[config.mk]
export PLATFORM = sky130hd
export DESIGN_NAME = io_timer_interrupt
export DESIGN_NICKNAME = d
export VERILOG_FILES = /design/src/rtl/io_regs_pkg.sv /design/src/rtl/prog_timer.sv /design/src/rtl/io_timer_interrupt.sv
export SDC_FILE = /design/constraint.sdc
export NUM_CORES = 1
export LEC_CHECK = 0
export ABC_CLOCK_PERIOD_IN_PS = 2000
export CAP_MARGIN = 20
export CORE_ASPECT_RATIO = 0.9
export CORE_MARGIN = 3
export CORE_UTILIZATION = 50
export CTS_CLUSTER_DIAMETER = 50
export DETAILED_ROUTE_END_ITERATION = 10
export PLACE_DENSITY = 0.81
export SYNTH_ARGS = -nofsm -noshare
export SYNTH_HDL_FRONTEND = slang
export SYNTH_HIERARCHICAL = 1
export SYNTH_SLANG_ARGS = --single-unit
[constraint.sdc]
create_clock -name clk -period 2 [get_ports clk]
set_input_delay 0.5 -clock clk [delete_from_list [all_inputs] [get_ports clk]]
set_output_delay 0.5 -clock clk [all_outputs]
set_load 0.02 [all_outputs]
[src/rtl/io_regs_pkg.sv]
// Register map and factor bit positions for the 0xFxx timer/interrupt I/O block.
// Shared by the block itself and the top-level data-bus decode.
package io_regs_pkg;

    localparam logic [11:0] ADDR_IT    = 12'hF00;
    localparam logic [11:0] ADDR_IPT   = 12'hF02;
    localparam logic [11:0] ADDR_EIT   = 12'hF10;
    localparam logic [11:0] ADDR_EIPT  = 12'hF12;
    localparam logic [11:0] ADDR_TM_LO = 12'hF20;
    localparam logic [11:0] ADDR_TM_HI = 12'hF21;
    localparam logic [11:0] ADDR_PD_LO = 12'hF24;
    localparam logic [11:0] ADDR_PD_HI = 12'hF25;
    localparam logic [11:0] ADDR_RD_LO = 12'hF26;
    localparam logic [11:0] ADDR_RD_HI = 12'hF27;
    localparam logic [11:0] ADDR_TMRST = 12'hF76;
    localparam logic [11:0] ADDR_PTCTL = 12'hF78;

    localparam int unsigned IT_32HZ   = 0;
    localparam int unsigned IT_8HZ    = 1;
    localparam int unsigned IT_2HZ    = 2;
    localparam int unsigned IT_1HZ    = 3;
    localparam int unsigned PTCTL_RUN = 0;
    localparam int unsigned PTCTL_RST = 1;

    // Clock-timer factors raised when TM has just advanced to n.
    function automatic logic [3:0] clk_factors(input logic [7:0] n);
        logic [3:0] f;
        f          = '0;
        f[IT_32HZ] = (n[2:0] == 3'd0);
        f[IT_8HZ]  = (n[4:0] == 5'd0);
        f[IT_2HZ]  = (n[6:0] == 7'd0);
        f[IT_1HZ]  = (n == 8'd0);
        return f;
    endfunction

endpackage

[src/rtl/prog_timer.sv]
// 8-bit programmable down-timer: PD counts down on ticks while running and reloads from RD,
// pulsing uflow_o on the 1 -> reload step.
module prog_timer (
    input  logic       clk_i,
    input  logic       rst_i,
    input  logic       tick_i,
    input  logic       run_i,
    input  logic       load_i,
    input  logic       rd_lo_we_i,
    input  logic       rd_hi_we_i,
    input  logic [3:0] wdata_i,
    output logic [7:0] pd_o,
    output logic [7:0] rd_o,
    output logic       uflow_o
);

    logic [7:0] pd_q, pd_d;
    logic [7:0] rd_q, rd_d;

    always_comb begin
        rd_d    = rd_q;
        pd_d    = pd_q;
        uflow_o = 1'b0;
        if (rd_lo_we_i) rd_d[3:0] = wdata_i;
        if (rd_hi_we_i) rd_d[7:4] = wdata_i;
        // A software load beats a coincident tick and suppresses the factor.
        if (load_i) begin
            pd_d = rd_q;
        end else if (tick_i && run_i) begin
            if (pd_q == 8'd1) begin
                pd_d    = rd_q;
                uflow_o = 1'b1;
            end else begin
                pd_d = pd_q - 8'd1;
            end
        end
    end

    always_ff @(posedge clk_i or posedge rst_i) begin
        if (rst_i) begin
            pd_q <= '0;
            rd_q <= '0;
        end else begin
            pd_q <= pd_d;
            rd_q <= rd_d;
        end
    end

    assign pd_o = pd_q;
    assign rd_o = rd_q;

endmodule

[src/rtl/io_timer_interrupt.sv]
// Clock timer, programmable timer, interrupt factor/mask registers and the CPU interrupt
// request, mapped into the 0xFxx data-bus segment with a registered read port.
module io_timer_interrupt
    import io_regs_pkg::*;
(
    input  logic        clk,
    input  logic        reset,
    input  logic        tick_256hz,
    input  logic [11:0] memory_addr,
    input  logic        memory_write_en,
    input  logic [3:0]  memory_write_data,
    output logic [3:0]  memory_read_data,
    output logic        interrupt_req
);

    logic [7:0] tm_q, tm_d, tm_inc;
    logic [3:0] it_q, it_d, it_set, eit_q, eit_d;
    logic       ipt_q, ipt_d, eipt_q, eipt_d, ptrun_q, ptrun_d;
    logic [3:0] rdata_q, rdata_d;
    logic       irq_q, irq_d;
    logic [7:0] pd, rd;
    logic       pt_uflow, rd_en, tmrst, ptrst;

    function automatic logic wr_at(input logic [11:0] a);
        return memory_write_en && (memory_addr == a);
    endfunction

    assign rd_en = !memory_write_en && (memory_addr[11:8] == 4'hF);
    assign tmrst = wr_at(ADDR_TMRST) && memory_write_data[0];
    assign ptrst = wr_at(ADDR_PTCTL) && memory_write_data[PTCTL_RST];

    prog_timer u_prog_timer (
        .clk_i      (clk),
        .rst_i      (reset),
        .tick_i     (tick_256hz),
        .run_i      (ptrun_q),
        .load_i     (ptrst),
        .rd_lo_we_i (wr_at(ADDR_RD_LO)),
        .rd_hi_we_i (wr_at(ADDR_RD_HI)),
        .wdata_i    (memory_write_data),
        .pd_o       (pd),
        .rd_o       (rd),
        .uflow_o    (pt_uflow)
    );

    always_comb begin
        tm_inc = tm_q + 8'd1;
        tm_d   = tm_q;
        it_set = '0;
        if (tmrst) begin
            tm_d = '0;
        end else if (tick_256hz) begin
            tm_d   = tm_inc;
            it_set = clk_factors(tm_inc);
        end
        // W1C clears first so a coincident set survives.
        it_d    = (it_q & ~(wr_at(ADDR_IT) ? memory_write_data : 4'h0)) | it_set;
        ipt_d   = (ipt_q & ~(wr_at(ADDR_IPT) & memory_write_data[0])) | pt_uflow;
        eit_d   = wr_at(ADDR_EIT) ? memory_write_data : eit_q;
        eipt_d  = wr_at(ADDR_EIPT) ? memory_write_data[0] : eipt_q;
        ptrun_d = wr_at(ADDR_PTCTL) ? memory_write_data[PTCTL_RUN] : ptrun_q;
        irq_d   = (|(it_q & eit_q)) | (ipt_q & eipt_q);
    end

    always_comb begin
        rdata_d = rdata_q;
        if (rd_en) begin
            case (memory_addr)
                ADDR_IT:    rdata_d = it_q;
                ADDR_IPT:   rdata_d = {3'b000, ipt_q};
                ADDR_EIT:   rdata_d = eit_q;
                ADDR_EIPT:  rdata_d = {3'b000, eipt_q};
                ADDR_TM_LO: rdata_d = tm_q[3:0];
                ADDR_TM_HI: rdata_d = tm_q[7:4];
                ADDR_PD_LO: rdata_d = pd[3:0];
                ADDR_PD_HI: rdata_d = pd[7:4];
                ADDR_RD_LO: rdata_d = rd[3:0];
                ADDR_RD_HI: rdata_d = rd[7:4];
                ADDR_PTCTL: rdata_d = {3'b000, ptrun_q};
                default:    rdata_d = 4'h0;
            endcase
        end
    end

    always_ff @(posedge clk or posedge reset) begin
        if (reset) begin
            tm_q    <= '0;
            it_q    <= '0;
            eit_q   <= '0;
            ipt_q   <= 1'b0;
            eipt_q  <= 1'b0;
            ptrun_q <= 1'b0;
            rdata_q <= '0;
            irq_q   <= 1'b0;
        end else begin
            tm_q    <= tm_d;
            it_q    <= it_d;
            eit_q   <= eit_d;
            ipt_q   <= ipt_d;
            eipt_q  <= eipt_d;
            ptrun_q <= ptrun_d;
            rdata_q <= rdata_d;
            irq_q   <= irq_d;
        end
    end

    assign memory_read_data = rdata_q;
    assign interrupt_req    = irq_q;

endmodule
==> impl_metrics.env <==
export IMPL_pwr_share_seq_pct=50.1
export IMPL_tritoncts="built"
export IMPL_syn_to_final_growth_pct=30.8
export IMPL_rows=23
export IMPL_die_area_sq_um=5960
export IMPL_timing_setup_tns_ps=0
export IMPL_ys_seq_area_share_pct=39.5
export IMPL_via_per_inst=6.19
export IMPL_dp_hpwl_um=5430
export IMPL_first_pass_iters=7
export IMPL_min_period_ps=1940
export IMPL_grt_ovfl_total=0
export IMPL_io_buffers=24
export IMPL_start_util_pct=54.3
export IMPL_multi_input_area_sq_um=1460
export IMPL_hold_violations=0
export IMPL_netlist_instances=255
export IMPL_yosys_cell_types_count=64
export IMPL_fin_ws_ps=57.2
export IMPL_layout_drive_gt1_share_pct=31.1
export IMPL_total_power_uw=2140
export IMPL_drv_slew=0
export IMPL_clk_pin_slew_worst_paths_ps=80
export IMPL_grt_pass1_vias=2381
export IMPL_io_pins=25
export IMPL_start_kind="primary input"
export IMPL_die_width_um=81.0
export IMPL_drt_wl_total_um=7320
export IMPL_drc=0
export IMPL_coreArea_sq_um=4660
export IMPL_cp_max_fo=4
export IMPL_htree_levels=2
export IMPL_end_kind="register"
export IMPL_synth_main_ff_cell="dfrtp_1"
export IMPL_switching_share_pct=32.8
export IMPL_combinationalPowerShare_pct=22.7
export IMPL_synth_edff_count=0
export IMPL_p_int_uw=1440
export IMPL_final_cells=390
export IMPL_die_y_um=73.5
export IMPL_cts_sinks=40
export IMPL_syn_num_nets=279
export IMPL_drtAntennaViolNets=0
export IMPL_ir_worst_vdd_uv=405
export IMPL_synth_async_reset_ratio_pct=100
export IMPL_power_share_clock_pct=27.2
export IMPL_hold_class="register to register"
export IMPL_synth_area_sq_um=2530
export IMPL_antenna_found_initial=0
export IMPL_p_sw_uw=703
export IMPL_vias=2413
export IMPL_clock_root_buffer="clkbuf_8"
export IMPL_setup_violations=0
export IMPL_syn_area_per_cell_sq_um=9.94
export IMPL_worstSkewPairLatency_ps=300
export IMPL_yosys_warnings=6
export IMPL_dp_cells=380
export IMPL_outcome="finished clean"
export IMPL_worst_setup_path_type="primary input to register"
export IMPL_cp_required_ps=2180
export IMPL_nNetsFinal=351
export IMPL_fmax_mhz=515
export IMPL_worstMarginPinSlew_ps=492
export IMPL_cap_violations=0
export IMPL_wire_per_inst_um=18.8
export IMPL_numCtsBuffers=5
export IMPL_insertedDiodeCount=0
export IMPL_ff_latch_area_sq_um=1000
export IMPL_skew_ps=5.85
export IMPL_worstPathArrival_ps=2120
export IMPL_drt_iter0_drc=278
export IMPL_power_leakage_uw=0.00151
export IMPL_gp_routability_congestion=0.973
export IMPL_grt_util_all_layers_pct=26.7
export IMPL_filler_cell_count=334
export IMPL_ctsHoldBuffers=0
export IMPL_cts_max_path_buffers=2
export IMPL_powerDensity_nw_per_um2=646
export IMPL_grt_max_degree=25
export IMPL_synth_seq_cells=40
export IMPL_period_share_pct=97.1
export IMPL_grt_pass1_wl_um=11900
export IMPL_place_ws_ps=-438
export IMPL_slew_headroom_pct=67.1
==> cell type report <==
cell class / instances / area share (%)
Multi-Input combinational cell: 191 / 44.0
Clock buffer: 6 / 2.49
Clock inverter: 2 / 0.453
Timing Repair Buffer: 76 / 19.0
Sequential cell: 40 / 30.2
Tap cell: 62 / 2.34
Inverter: 13 / 1.47
==> cell families (layout without fill, tap and decap cells) <==
family | count (synthesis) | count (layout) | synth area share, %
fa+ha+maj | 4 | 4 | 1.98
mux | 23 | 23 | 11.4
flops | 40 | 40 | 39.5
compound gates | 52 | 52 | 15.1
buf+inv | 24 | 97 | 4.94
xor+xnor | 9 | 9 | 3.11
simple gates | 103 | 103 | 24.0
==> flip-flops by register name (all words and copies together) (netlist names) <==
| register | cells |
|---|---|
| tm_q | 8 |
| u_prog_timer/pd_o | 8 |
| u_prog_timer/rd_o | 8 |
| eit_q | 4 |
| it_q | 4 |
| memory_read_data | 4 |
| eipt_q | 1 |
| interrupt_req | 1 |
| ipt_q | 1 |
| ptrun_q | 1 |
==> worst max-delay path: stages <==
cell	delay, ps
dlygate4sd2_1	250
buf_4	130
nor3_2	240
or2b_4	320
nor3_2	180
buf_4	160
mux2_2	340
==> metal layers <==
layer / GRT usage [%] / vias to the layer above / routed length [um]
met5: 0 / - / 0
met4: 7.88 / 0 / 148
met3: 4.90 / 19 / 686
met2: 42.4 / 155 / 3280
met1: 37.2 / 1140 / 3200
li1: - / 1099 / -
==> Yosys cell counts, types with 6 or more instances <==
| master | number | share of area [%] |
|---|---|---|
| dfrtp_1 | 40 | 40 |
| nand2_1 | 24 | 3.6 |
| nor2_1 | 16 | 2.4 |
| mux2_2 | 14 | 6.2 |
| inv_1 | 13 | 1.9 |
| nand3_1 | 10 | 2.0 |
| o21ai_0 | 10 | 2.0 |
| nand4_1 | 9 | 2.2 |
| nor3_1 | 8 | 1.6 |
| xor2_1 | 8 | 2.8 |
| and3_1 | 6 | 1.5 |
| mux2i_1 | 6 | 2.4 |
==> power by group through the flow <==
stage	sequential [uW]	combinational, uW	clock (uW)
6_report	1070	487	583
5_1_grt	1090	537	629
4_1_cts	1070	479	593
3_5_place_dp	1080	478	0
3_3_place_gp	1070	460	0
2_1_floorplan	1020	341	0
==> stage by stage <==
stage          hold WS (ps)  cell area [sq um]  utilization (%)
2_1_floorplan           414               2540                -
5_1_grt                 536               3310             71.1
3_3_place_gp            470               3160             67.7
4_1_cts                 496               3270             70.2
3_5_place_dp            477               3160             67.7
6_report                487               3310             71.1
==> cell usage in the layout, fill, tap and decap left out, drive strengths merged, types with 3 or more instances in the layout <==
master,Yosys,routed
a21oi,3,3
a22o,3,3
clkdlybuf4s50,0,12
o21ai,16,16
nand3,10,10
and3,8,8
mux4,3,3
nor3,10,10
nor4,4,4
nor2,16,16
inv,13,13
a211oi,3,3
clkbuf,1,6
a22oi,3,3
a31oi,4,4
mux2,14,14
ha,4,4
buf,10,52
nand2,25,25
nor2b,3,3
a32oi,3,3
o2bb2ai,3,3
nand4,9,9
mux2i,6,6
xor2,8,8
dfrtp,40,40
dlygate4sd2,0,10
==> timing repair <==
| action | 4_1_cts | 5_1_grt |
|---|---|---|
| pin swaps | 7 | 3 |
| hold endpoints to repair | 0 | 0 |
| gates resized for setup | 18 | 8 |
| buffers inserted | 0 | 2 |
| endpoints found under the setup margin | 22 | 14 |
==> worst paths after layout <==
| path | slack [ps] | cells after the start | to | from |
|---|---|---|---|---|
| setup / recovery | 60 | 7 | u_prog_timer/rd_o[6] | memory_addr[6] |
| hold / removal | 490 | 2 | memory_read_data[1] | memory_read_data[1] |
| setup reg to reg | 100 | 6 | ipt_q | u_prog_timer/pd_o[1] |
| hold reg to reg | 490 | 2 | memory_read_data[1] | memory_read_data[1] |
| max in group asynchronous | 1170 | 3 | tm_q[4] | reset |
| min in group asynchronous | 530 | 3 | u_prog_timer/rd_o[2] | reset |
Note: power is estimated with default switching activity, not from simulation.
